<file path="config.mk">
export PLATFORM = sky130hd
export DESIGN_NAME = multicycle_control
export DESIGN_NICKNAME = d
export VERILOG_FILES = /design/src/rtl/multicycle_control_pkg.sv /design/src/rtl/multicycle_control_alu_op_decode.sv /design/src/rtl/multicycle_control.sv
export SDC_FILE = /design/constraint.sdc
export NUM_CORES = 1
export LEC_CHECK = 0
export CAP_MARGIN = 20
export CORE_ASPECT_RATIO = 0.8
export CORE_UTILIZATION = 48
export DETAILED_ROUTE_END_ITERATION = 10
export PLACE_DENSITY_LB_ADDON = 0.2
export SYNTH_ARGS = -nofsm -noshare
export SYNTH_HDL_FRONTEND = slang
export SYNTH_SLANG_ARGS = --single-unit
export TNS_END_PERCENT = 100
</file>
<file path="constraint.sdc">
create_clock -name clk -period 2.6 [get_ports clk]
set_input_delay 0.52 -clock clk [delete_from_list [all_inputs] [get_ports clk]]
set_output_delay 0.52 -clock clk [all_outputs]
set_load 0.02 [all_outputs]
</file>
<file path="src/rtl/multicycle_control_pkg.sv">
// multicycle_control_pkg: shared FSM states, opcode/func constants, ALU codes and mux encodings
package multicycle_control_pkg;
    typedef enum logic [3:0] {
        FETCH, DECODE, EXEC_R, EXEC_I, MEM_ADDR, MEM_RD, MEM_WR,
        WB_R, WB_I, WB_MEM, BRANCH, JUMP, TRAP
    } state_t;
    localparam logic [5:0] OP_RTYPE = 6'b000000, OP_LW = 6'b100011, OP_SW = 6'b101011;
    localparam logic [5:0] OP_BEQ = 6'b000100, OP_BNE = 6'b000101, OP_J = 6'b000010;
    localparam logic [5:0] OP_ADDI = 6'b001000, OP_ANDI = 6'b001100, OP_ORI = 6'b001101, OP_SLTI = 6'b001010;
    localparam logic [5:0] F_ADD = 6'b100000, F_SUB = 6'b100010, F_AND = 6'b100100, F_OR = 6'b100101, F_SLT = 6'b101010;
    localparam logic [3:0] ALU_AND = 4'b0000, ALU_OR = 4'b0001, ALU_ADD = 4'b0010;
    localparam logic [3:0] ALU_SUB = 4'b0110, ALU_SLT = 4'b0111, ALU_INV = 4'b1111;
    localparam logic [1:0] BSRC_RT = 2'b00, BSRC_4 = 2'b01, BSRC_IMM = 2'b10, BSRC_IMM_SH = 2'b11;
    localparam logic [1:0] PC_ALU = 2'b00, PC_TARGET = 2'b01, PC_JUMP = 2'b10;
    localparam logic [1:0] CAUSE_NONE = 2'b00, CAUSE_ILLEGAL = 2'b01, CAUSE_TIMEOUT = 2'b10;
    typedef struct packed {
        logic       pc_write;
        logic       ir_write;
        logic       iord;
        logic       mem_read;
        logic       mem_write;
        logic       regwrite;
        logic       regdst;
        logic       mem2reg;
        logic       extop;
        logic       alusrc_a;
        logic [1:0] alusrc_b;
        logic [1:0] pc_src;
        logic       instr_done;
    } ctl_t;
endpackage

</file>
<file path="src/rtl/multicycle_control_alu_op_decode.sv">
// alu_op_decode: maps R-type func or I-type opcode to a zero-extended aluop
// Ports: use_func selects func decode (R-type) over opcode decode (immediate);
//        aluop is ALU_INV (zero-extended) for unknown codes; legal flags a known code.
module alu_op_decode
    import multicycle_control_pkg::*;
#(
    parameter int ALUOP_W = 4
) (
    input  logic               use_func,
    input  logic [5:0]         opcode,
    input  logic [5:0]         func,
    output logic [ALUOP_W-1:0] aluop,
    output logic               legal
);
    logic [3:0] code;
    always_comb begin
        code = use_func ?
            (func == F_ADD ? ALU_ADD : func == F_SUB ? ALU_SUB : func == F_AND ? ALU_AND :
             func == F_OR ? ALU_OR : func == F_SLT ? ALU_SLT : ALU_INV) :
            (opcode == OP_ADDI ? ALU_ADD : opcode == OP_ANDI ? ALU_AND :
             opcode == OP_ORI ? ALU_OR : opcode == OP_SLTI ? ALU_SLT : ALU_INV);
    end
    assign legal = code != ALU_INV;
    assign aluop = ALUOP_W'(code);
endmodule

</file>
<file path="src/rtl/multicycle_control.sv">
// multicycle_control: multicycle MIPS-style control FSM with memory timeout and sticky trap
// Ports: clk/rst_n (async active-low); opcode/func from IR; zero ALU flag; mem_ready handshake;
//        datapath strobes/selects, aluop, instr_done retire pulse, trap/trap_cause error status.
module multicycle_control
    import multicycle_control_pkg::*;
#(
    parameter int ALUOP_W = 4,
    parameter int TIMEOUT = 15,
    parameter int EN_IMM  = 1,
    parameter int EN_BNE  = 1
) (
    input  logic               clk,
    input  logic               rst_n,
    input  logic [5:0]         opcode,
    input  logic [5:0]         func,
    input  logic               zero,
    input  logic               mem_ready,
    output logic               pc_write,
    output logic               ir_write,
    output logic               iord,
    output logic               mem_read,
    output logic               mem_write,
    output logic               regwrite,
    output logic               regdst,
    output logic               mem2reg,
    output logic               extop,
    output logic               alusrc_a,
    output logic [1:0]         alusrc_b,
    output logic [1:0]         pc_src,
    output logic [ALUOP_W-1:0] aluop,
    output logic               instr_done,
    output logic               trap,
    output logic [1:0]         trap_cause
);
    localparam int CW = $clog2(TIMEOUT + 2);
    localparam logic [ALUOP_W-1:0] ADD_W = ALUOP_W'(ALU_ADD);
    state_t state_q, state_d;
    logic [CW-1:0] cnt_q, cnt_d;
    logic [1:0] cause_q, cause_d;
    ctl_t ctl;
    logic [ALUOP_W-1:0] aluop_sel, dec_aluop;
    logic dec_legal, imm_op, timeout;

    alu_op_decode #(.ALUOP_W(ALUOP_W)) u_dec (
        .use_func(state_q == EXEC_R),
        .opcode  (opcode),
        .func    (func),
        .aluop   (dec_aluop),
        .legal   (dec_legal)
    );

    assign imm_op = opcode == OP_ADDI || opcode == OP_ANDI || opcode == OP_ORI || opcode == OP_SLTI;
    // The cycle whose increment would reach TIMEOUT is the last wait allowed; ready in that cycle still wins.
    assign timeout = !mem_ready && (int'(cnt_q) + 1 == TIMEOUT);

    always_comb begin
        ctl = '0;
        aluop_sel = '0;
        state_d = state_q;
        cause_d = cause_q;
        case (state_q)
            FETCH: begin
                ctl.mem_read = 1'b1;
                if (mem_ready) begin
                    ctl.ir_write = 1'b1;
                    ctl.pc_write = 1'b1;
                    ctl.alusrc_b = BSRC_4;
                    aluop_sel = ADD_W;
                    state_d = DECODE;
                end else if (timeout) begin
                    state_d = TRAP;
                    cause_d = CAUSE_TIMEOUT;
                end
            end
            DECODE: begin
                ctl.alusrc_b = BSRC_IMM_SH;
                ctl.extop = 1'b1;
                aluop_sel = ADD_W;
                if (opcode == OP_RTYPE) state_d = EXEC_R;
                else if (opcode == OP_LW || opcode == OP_SW) state_d = MEM_ADDR;
                else if (opcode == OP_BEQ || (EN_BNE != 0 && opcode == OP_BNE)) state_d = BRANCH;
                else if (opcode == OP_J) state_d = JUMP;
                else if (EN_IMM != 0 && imm_op) state_d = EXEC_I;
                else begin
                    state_d = TRAP;
                    cause_d = CAUSE_ILLEGAL;
                end
            end
            EXEC_R: begin
                ctl.alusrc_a = 1'b1;
                aluop_sel = dec_aluop;
                state_d = dec_legal ? WB_R : TRAP;
                cause_d = dec_legal ? cause_q : CAUSE_ILLEGAL;
            end
            EXEC_I: begin
                ctl.alusrc_a = 1'b1;
                ctl.alusrc_b = BSRC_IMM;
                ctl.extop = opcode == OP_ADDI || opcode == OP_SLTI;
                aluop_sel = dec_aluop;
                state_d = WB_I;
            end
            MEM_ADDR: begin
                ctl.alusrc_a = 1'b1;
                ctl.alusrc_b = BSRC_IMM;
                ctl.extop = 1'b1;
                aluop_sel = ADD_W;
                state_d = opcode == OP_LW ? MEM_RD : MEM_WR;
            end
            MEM_RD, MEM_WR: begin
                ctl.iord = 1'b1;
                ctl.mem_read = state_q == MEM_RD;
                ctl.mem_write = state_q == MEM_WR;
                if (mem_ready) begin
                    ctl.instr_done = state_q == MEM_WR;
                    state_d = state_q == MEM_RD ? WB_MEM : FETCH;
                end else if (timeout) begin
                    state_d = TRAP;
                    cause_d = CAUSE_TIMEOUT;
                end
            end
            WB_R, WB_I, WB_MEM: begin
                ctl.regwrite = 1'b1;
                ctl.regdst = state_q == WB_R;
                ctl.mem2reg = state_q == WB_MEM;
                ctl.instr_done = 1'b1;
                state_d = FETCH;
            end
            BRANCH: begin
                ctl.alusrc_a = 1'b1;
                ctl.pc_src = PC_TARGET;
                ctl.pc_write = (opcode == OP_BEQ && zero) || (opcode == OP_BNE && !zero);
                ctl.instr_done = 1'b1;
                aluop_sel = ALUOP_W'(ALU_SUB);
                state_d = FETCH;
            end
            JUMP: begin
                ctl.pc_write = 1'b1;
                ctl.pc_src = PC_JUMP;
                ctl.instr_done = 1'b1;
                state_d = FETCH;
            end
            default: ;
        endcase
        cnt_d = state_d != state_q ? '0 :
                (state_q inside {FETCH, MEM_RD, MEM_WR}) && !mem_ready ? cnt_q + CW'(1) : cnt_q;
    end

    always_ff @(posedge clk or negedge rst_n) begin
        if (!rst_n) begin
            state_q <= FETCH;
            cnt_q <= '0;
            cause_q <= CAUSE_NONE;
        end else begin
            state_q <= state_d;
            cnt_q <= cnt_d;
            cause_q <= cause_d;
        end
    end

    // Outputs are gated by rst_n so every strobe drops the instant reset asserts.
    assign {pc_write, ir_write, iord, mem_read, mem_write, regwrite, regdst, mem2reg,
            extop, alusrc_a, alusrc_b, pc_src, instr_done} = rst_n ? ctl : '0;
    assign aluop = rst_n ? aluop_sel : '0;
    assign trap = rst_n && state_q == TRAP;
    assign trap_cause = rst_n ? cause_q : CAUSE_NONE;
endmodule

</file>
Word-level counts from Yosys, hierarchy flattened
Index checks and enable logic that the tools add are counted.

word-level totals
  input port bits = 16
  bits in registers = 11
  output and inout bits = 22

operators by class
  add/subtract/negate cells = 2
  equal/unequal tests = 37
  muxes and demuxes = 52
  reduce and logical (&&, ||, !) cells = 28

operator list
  kind                 count
  $mux 4               21
  $eq 6x6->1 const B   7
  $eq 6x4->1 const B   5
  $pmux 4 s7           1
  $mux 2               12
  $eq 4x4->1 const B   5
  $eq 4x3->1 const B   4
  $pmux 4 s4           1
  $mux 15              1
  $ne 2x2->1 const B   7
  $eq 6x3->1 const B   2
  $pmux 2 s3           2
  $mux 5               2
  $reduce_and 9->1     1
  $eq 4x2->1 const B   2
  $reduce_or 2->1      4
  $logic_or 1x1->1     7
  $add 5x1->6 const B  1
  $eq 6x2->1 const B   1
  $logic_not 6->1      1
  $mux 1               6
  $pmux 1 s2           3
  $reduce_bool 3->1    2
  $reduce_or 3->1      2
  14 further kinds     19

Longest topological paths before layout
  depth after elaboration = 12
  gate-level depth with buffers = 7
  gate-level depth less buffers = 6

Cells and area by module
From an unflattened synthesis, not the netlist that was laid out.

second synthesis, totals
  cells, all modules = 189
  area total of the unflattened synthesis = 1382.6 um^2

modules (own cells, without submodules)
  module              instances  cells each  area each (um^2)
  multicycle_control  1          171         1258.7
  alu_op_decode       1          18          123.9

Worst setup path before layout
Ideal clock, no wire load.

  path kind = register -> output
  start point = register state_q[0]
  end point = output port extop
  stages on the path, launching flop included = 6
  slack = 0.248 ns
  required time = 2.080 ns
  data arrival time = 1.832 ns
  cells stage by stage = dfrtp_1 clkbuf_1 nor2b_1 a21oi_1 nor3b_1 nor2b_1

between the ends
  cells in the longest elaborated chain, start to end = 4

RTL lines
  what                                             line                       RTL
  start: declaration                               multicycle_control.sv:37   state_t state_q, state_d;
  start signal: assignment                         multicycle_control.sv:154  state_q <= state_d;
  $eq 4x3->1 / $eq 4x1->1 (equally long branches)  multicycle_control.sv:61   case (state_q)
  $reduce_or 2->1 (no line)                        n/a
  $pmux 1 s2 (*)                                   multicycle_control.sv:61
  $mux 15 (*)                                      multicycle_control.sv:162  extop, alusrc_a, alusrc_b, pc_src, instr_done} = rst_n ? ctl : '0;
  end: declaration                                 multicycle_control.sv:26   output logic extop,

Mark *: on every way between the ends. The rest lies on a longest branch, timed or not.

Final worst setup path
  start point = register state_q[0]
  end point = output port aluop[1]

between the ends
  cells in the longest elaborated chain, start to end = 4

RTL lines
  what                                              line                                                RTL
  $eq 4x2->1, or another cell as far along          multicycle_control.sv:45, multicycle_control.sv:61
  $mux 4 / $reduce_or 2->1 (equally long branches)  n/a
  $pmux 4 s4 (*)                                    multicycle_control.sv:61
  $mux 4 (*)                                        multicycle_control.sv:163                           assign aluop = rst_n ? aluop_sel : '0;
  end: declaration                                  multicycle_control.sv:30                            output logic [ALUOP_W-1:0] aluop,

Marks and branches as above.

==> out/metrics.csv <==
metric,value,unit
grt_pass1_wl,7.62,mm
ys_warn_count,0,
grtUsageTotal,0.334,
core_area,2560,um^2
finalSetupViolCount,0,
io_buffers,37,
clkPwrFrac,0.285,
grt_max_degree,27,
drtPass1Iterations,5,
min_from,cause_q[0],
finalCritPeriodShare,0.976,
final_common_cell,buf_4,
final_core_util,0.788,
clock_sinks,11,
ioPinCount,38,
path_max_fanout,3,
p_int,0.000292,W
p_leak,0.957,nW
clockRootBuffer,clkbuf_4,
max_freq,394,MHz
critPathKind,flop to primary output,
r2r-end,cnt_q[1],
antenna_found_initial,0,
synth_area_leaders,"dfrtp_1 20%, nor2_1 6.4%, nand2_1 5.8%",
run_status,"finished, final reports clean",
tightest_slew,469,ps
diodes,0,
hold_class,flop to flop,
fillers,198,
grt_pass1_vias,1629,
final-hold-violation-count,0,
layout_common_cells,"31 x buf_4, 21 x nor2_1, 21 x nand2_1",
synth-edff-count,0,
switching_share,0.287,
die_h,49.5,um
syn_area,1350,um^2
multi_input_area,1030,um^2
cap_violations,0,
syn_avg_cell_area,7.15,um^2
max_slew_margin,0.679,
fin_crit,2540,ps
synth-seq-cells,11,
numCtsBuffers,3,
fin_hold_ws,486,ps
synth.net_count,207,
crit_required,2080,ps
async_reset_ff_frac,1.00,
min_to,cause_q[0],
synth_top_flop_cell,dfrtp_1,
switching_power,0.000117,W
drtIter0Drc,166,
seq_area,275,um^2
drc,0,
min_path_cells,1,
dr_total_vias,1744,
clkLatencyLatePin,270,ps
ir_drop,311,uV
yosys.area.top_type,dfrtp_1,
seqPwrFrac,0.422,
start_util,0.527,
htreeDepth,1,
antenna_left,0,
clk_pin_slew_worst_paths,70,ps
cp-start-kind,flop,
pwr-share-comb,0.293,
viasPerCell,6.10,
r2r-start,state_q[1],
finalMaxSlewViolations,0,
rows,16,
drive_gt1_frac,0.220,
ys_seq_area_frac,0.204,
fp.dieW,61.3,um
cts_buffer_depth,2,
synth.top_cell.area_share,0.204,
wire_per_inst,16.5,um
synthCells,189,
grt.overflow.total,0,
yosysUniqueCellTypes,51,
power.density,203,nW/um^2
hpwlAfterDp,3.59,mm
place_congestion,0.985,
drt_wl_total,4.73,mm
reg2regPathDepth,7,
end_kind,primary output,
reg2reg_slack,440,ps
finalNetCount,269,
die_area,3030,um^2
synthToLayoutAreaGrowth,49.4,%
worst_ep_arrival_time,2020,ps
cts_tree,done,
finalClockSkew,2.66,ps
flip-flops by register name (all words and copies together) (netlist names):
register	cells
cause_q	2
cnt_q	5
state_q	4
power groups by stage:
stage | Clock [W] | Combinational, W | Sequential, W
3_5_place_dp | 0 | 0.000115 | 0.000176
4_1_cts | 0.000119 | 0.000116 | 0.000173
3_3_place_gp | 0 | 0.000110 | 0.000176
2_1_floorplan | 0 | 0.0000423 | 0.000176
5_1_grt | 0.000131 | 0.000128 | 0.000173
6_report | 0.000116 | 0.000120 | 0.000173
synth_stat cells, types with 2 or more instances:
library cell / number
a32oi_1: 2
a211o_1: 2
a31oi_1: 3
nor2b_1: 8
inv_1: 7
o211ai_1: 2
nor3b_1: 2
dfrtp_1: 11
nand3_1: 5
a21o_1: 2
and2_1: 3
nand2b_1: 7
ha_1: 2
nand4b_1: 2
clkbuf_1: 6
xnor2_1: 9
a21oi_1: 13
nor2_1: 23
nor4_1: 8
o21ai_0: 4
mux2i_1: 2
o21a_1: 2
buf_1: 2
and3_1: 2
nand2_1: 21
buf_2: 5
nor3_1: 10
stage by stage:
| stage | setup WS, ps | total power (W) | instance area [um^2] | TNS (ps) | std cells |
|---|---|---|---|---|---|
| 5_1_grt | -26.7 | 0.000432 | 2020 | -39.6 | 286 |
| 2_1_floorplan | 248 | 0.000218 | 1350 | 0 | 189 |
| 6_report | 61.8 | 0.000409 | 2020 | 0 | 286 |
| 4_1_cts | -15.4 | 0.000408 | 2000 | -15.4 | 286 |
| 3_3_place_gp | -224 | 0.000286 | 1970 | -1280 | 282 |
| 3_5_place_dp | -316 | 0.000291 | 1970 | -1580 | 282 |
critical path: stages (launching register included):
cell,delay (ps)
dfrtp_1,370
or4b_4,580
nand4b_1,200
buf_4,150
o211ai_1,90
a21oi_2,170
buf_2,180
worst max path at each step:
stage | endpoint | slack, ps | from | cells after the start
2_1_floorplan | extop | 250 | state_q[0] | 5
3_3_place_gp | aluop[3] | -220 | opcode[5] | 6
3_5_place_dp | aluop[3] | -320 | opcode[4] | 6
4_1_cts | aluop[1] | -20 | state_q[3] | 6
5_1_grt | extop | -30 | rst_n | 5
6_report | aluop[1] | 60 | state_q[0] | 6
metal layers:
metal / vias to the layer above / routed length (um) / GRT usage
met1: 806 / 1930 / 0.439
li1: 812 / - / -
met5: - / 0 / 0
met2: 112 / 2210 / 0.525
met4: 0 / 92 / 0.0871
met3: 14 / 501 / 0.102
final cells by class:
cell class              count  share of cell area
flip-flops and latches     11               0.136
repair buffers             71               0.307
clock buffers               4              0.0130
multi-input cells         157               0.508
inverters                   7              0.0130
well taps                  36              0.0223
logic make-up after synthesis:
| family | synth area share |
|---|---|
| muxes | 0.0231 |
| buffers and inverters | 0.0685 |
| DFF | 0.204 |
| and+or+nand+nor | 0.377 |
| adders and majority gates | 0.0185 |
| xor gates and xnor gates | 0.0583 |
| AOI/OAI and AO/OA | 0.251 |
timing repair:
action / 4_1_cts / 5_1_grt
endpoints found under the setup margin: 18 / 10
resized for setup: 29 / 16
pin swaps: 1 / 0
setup buffers: 0 / 0
hold buffers: 0 / 0
No activity file was read; power rests on OpenSTA's default activity.
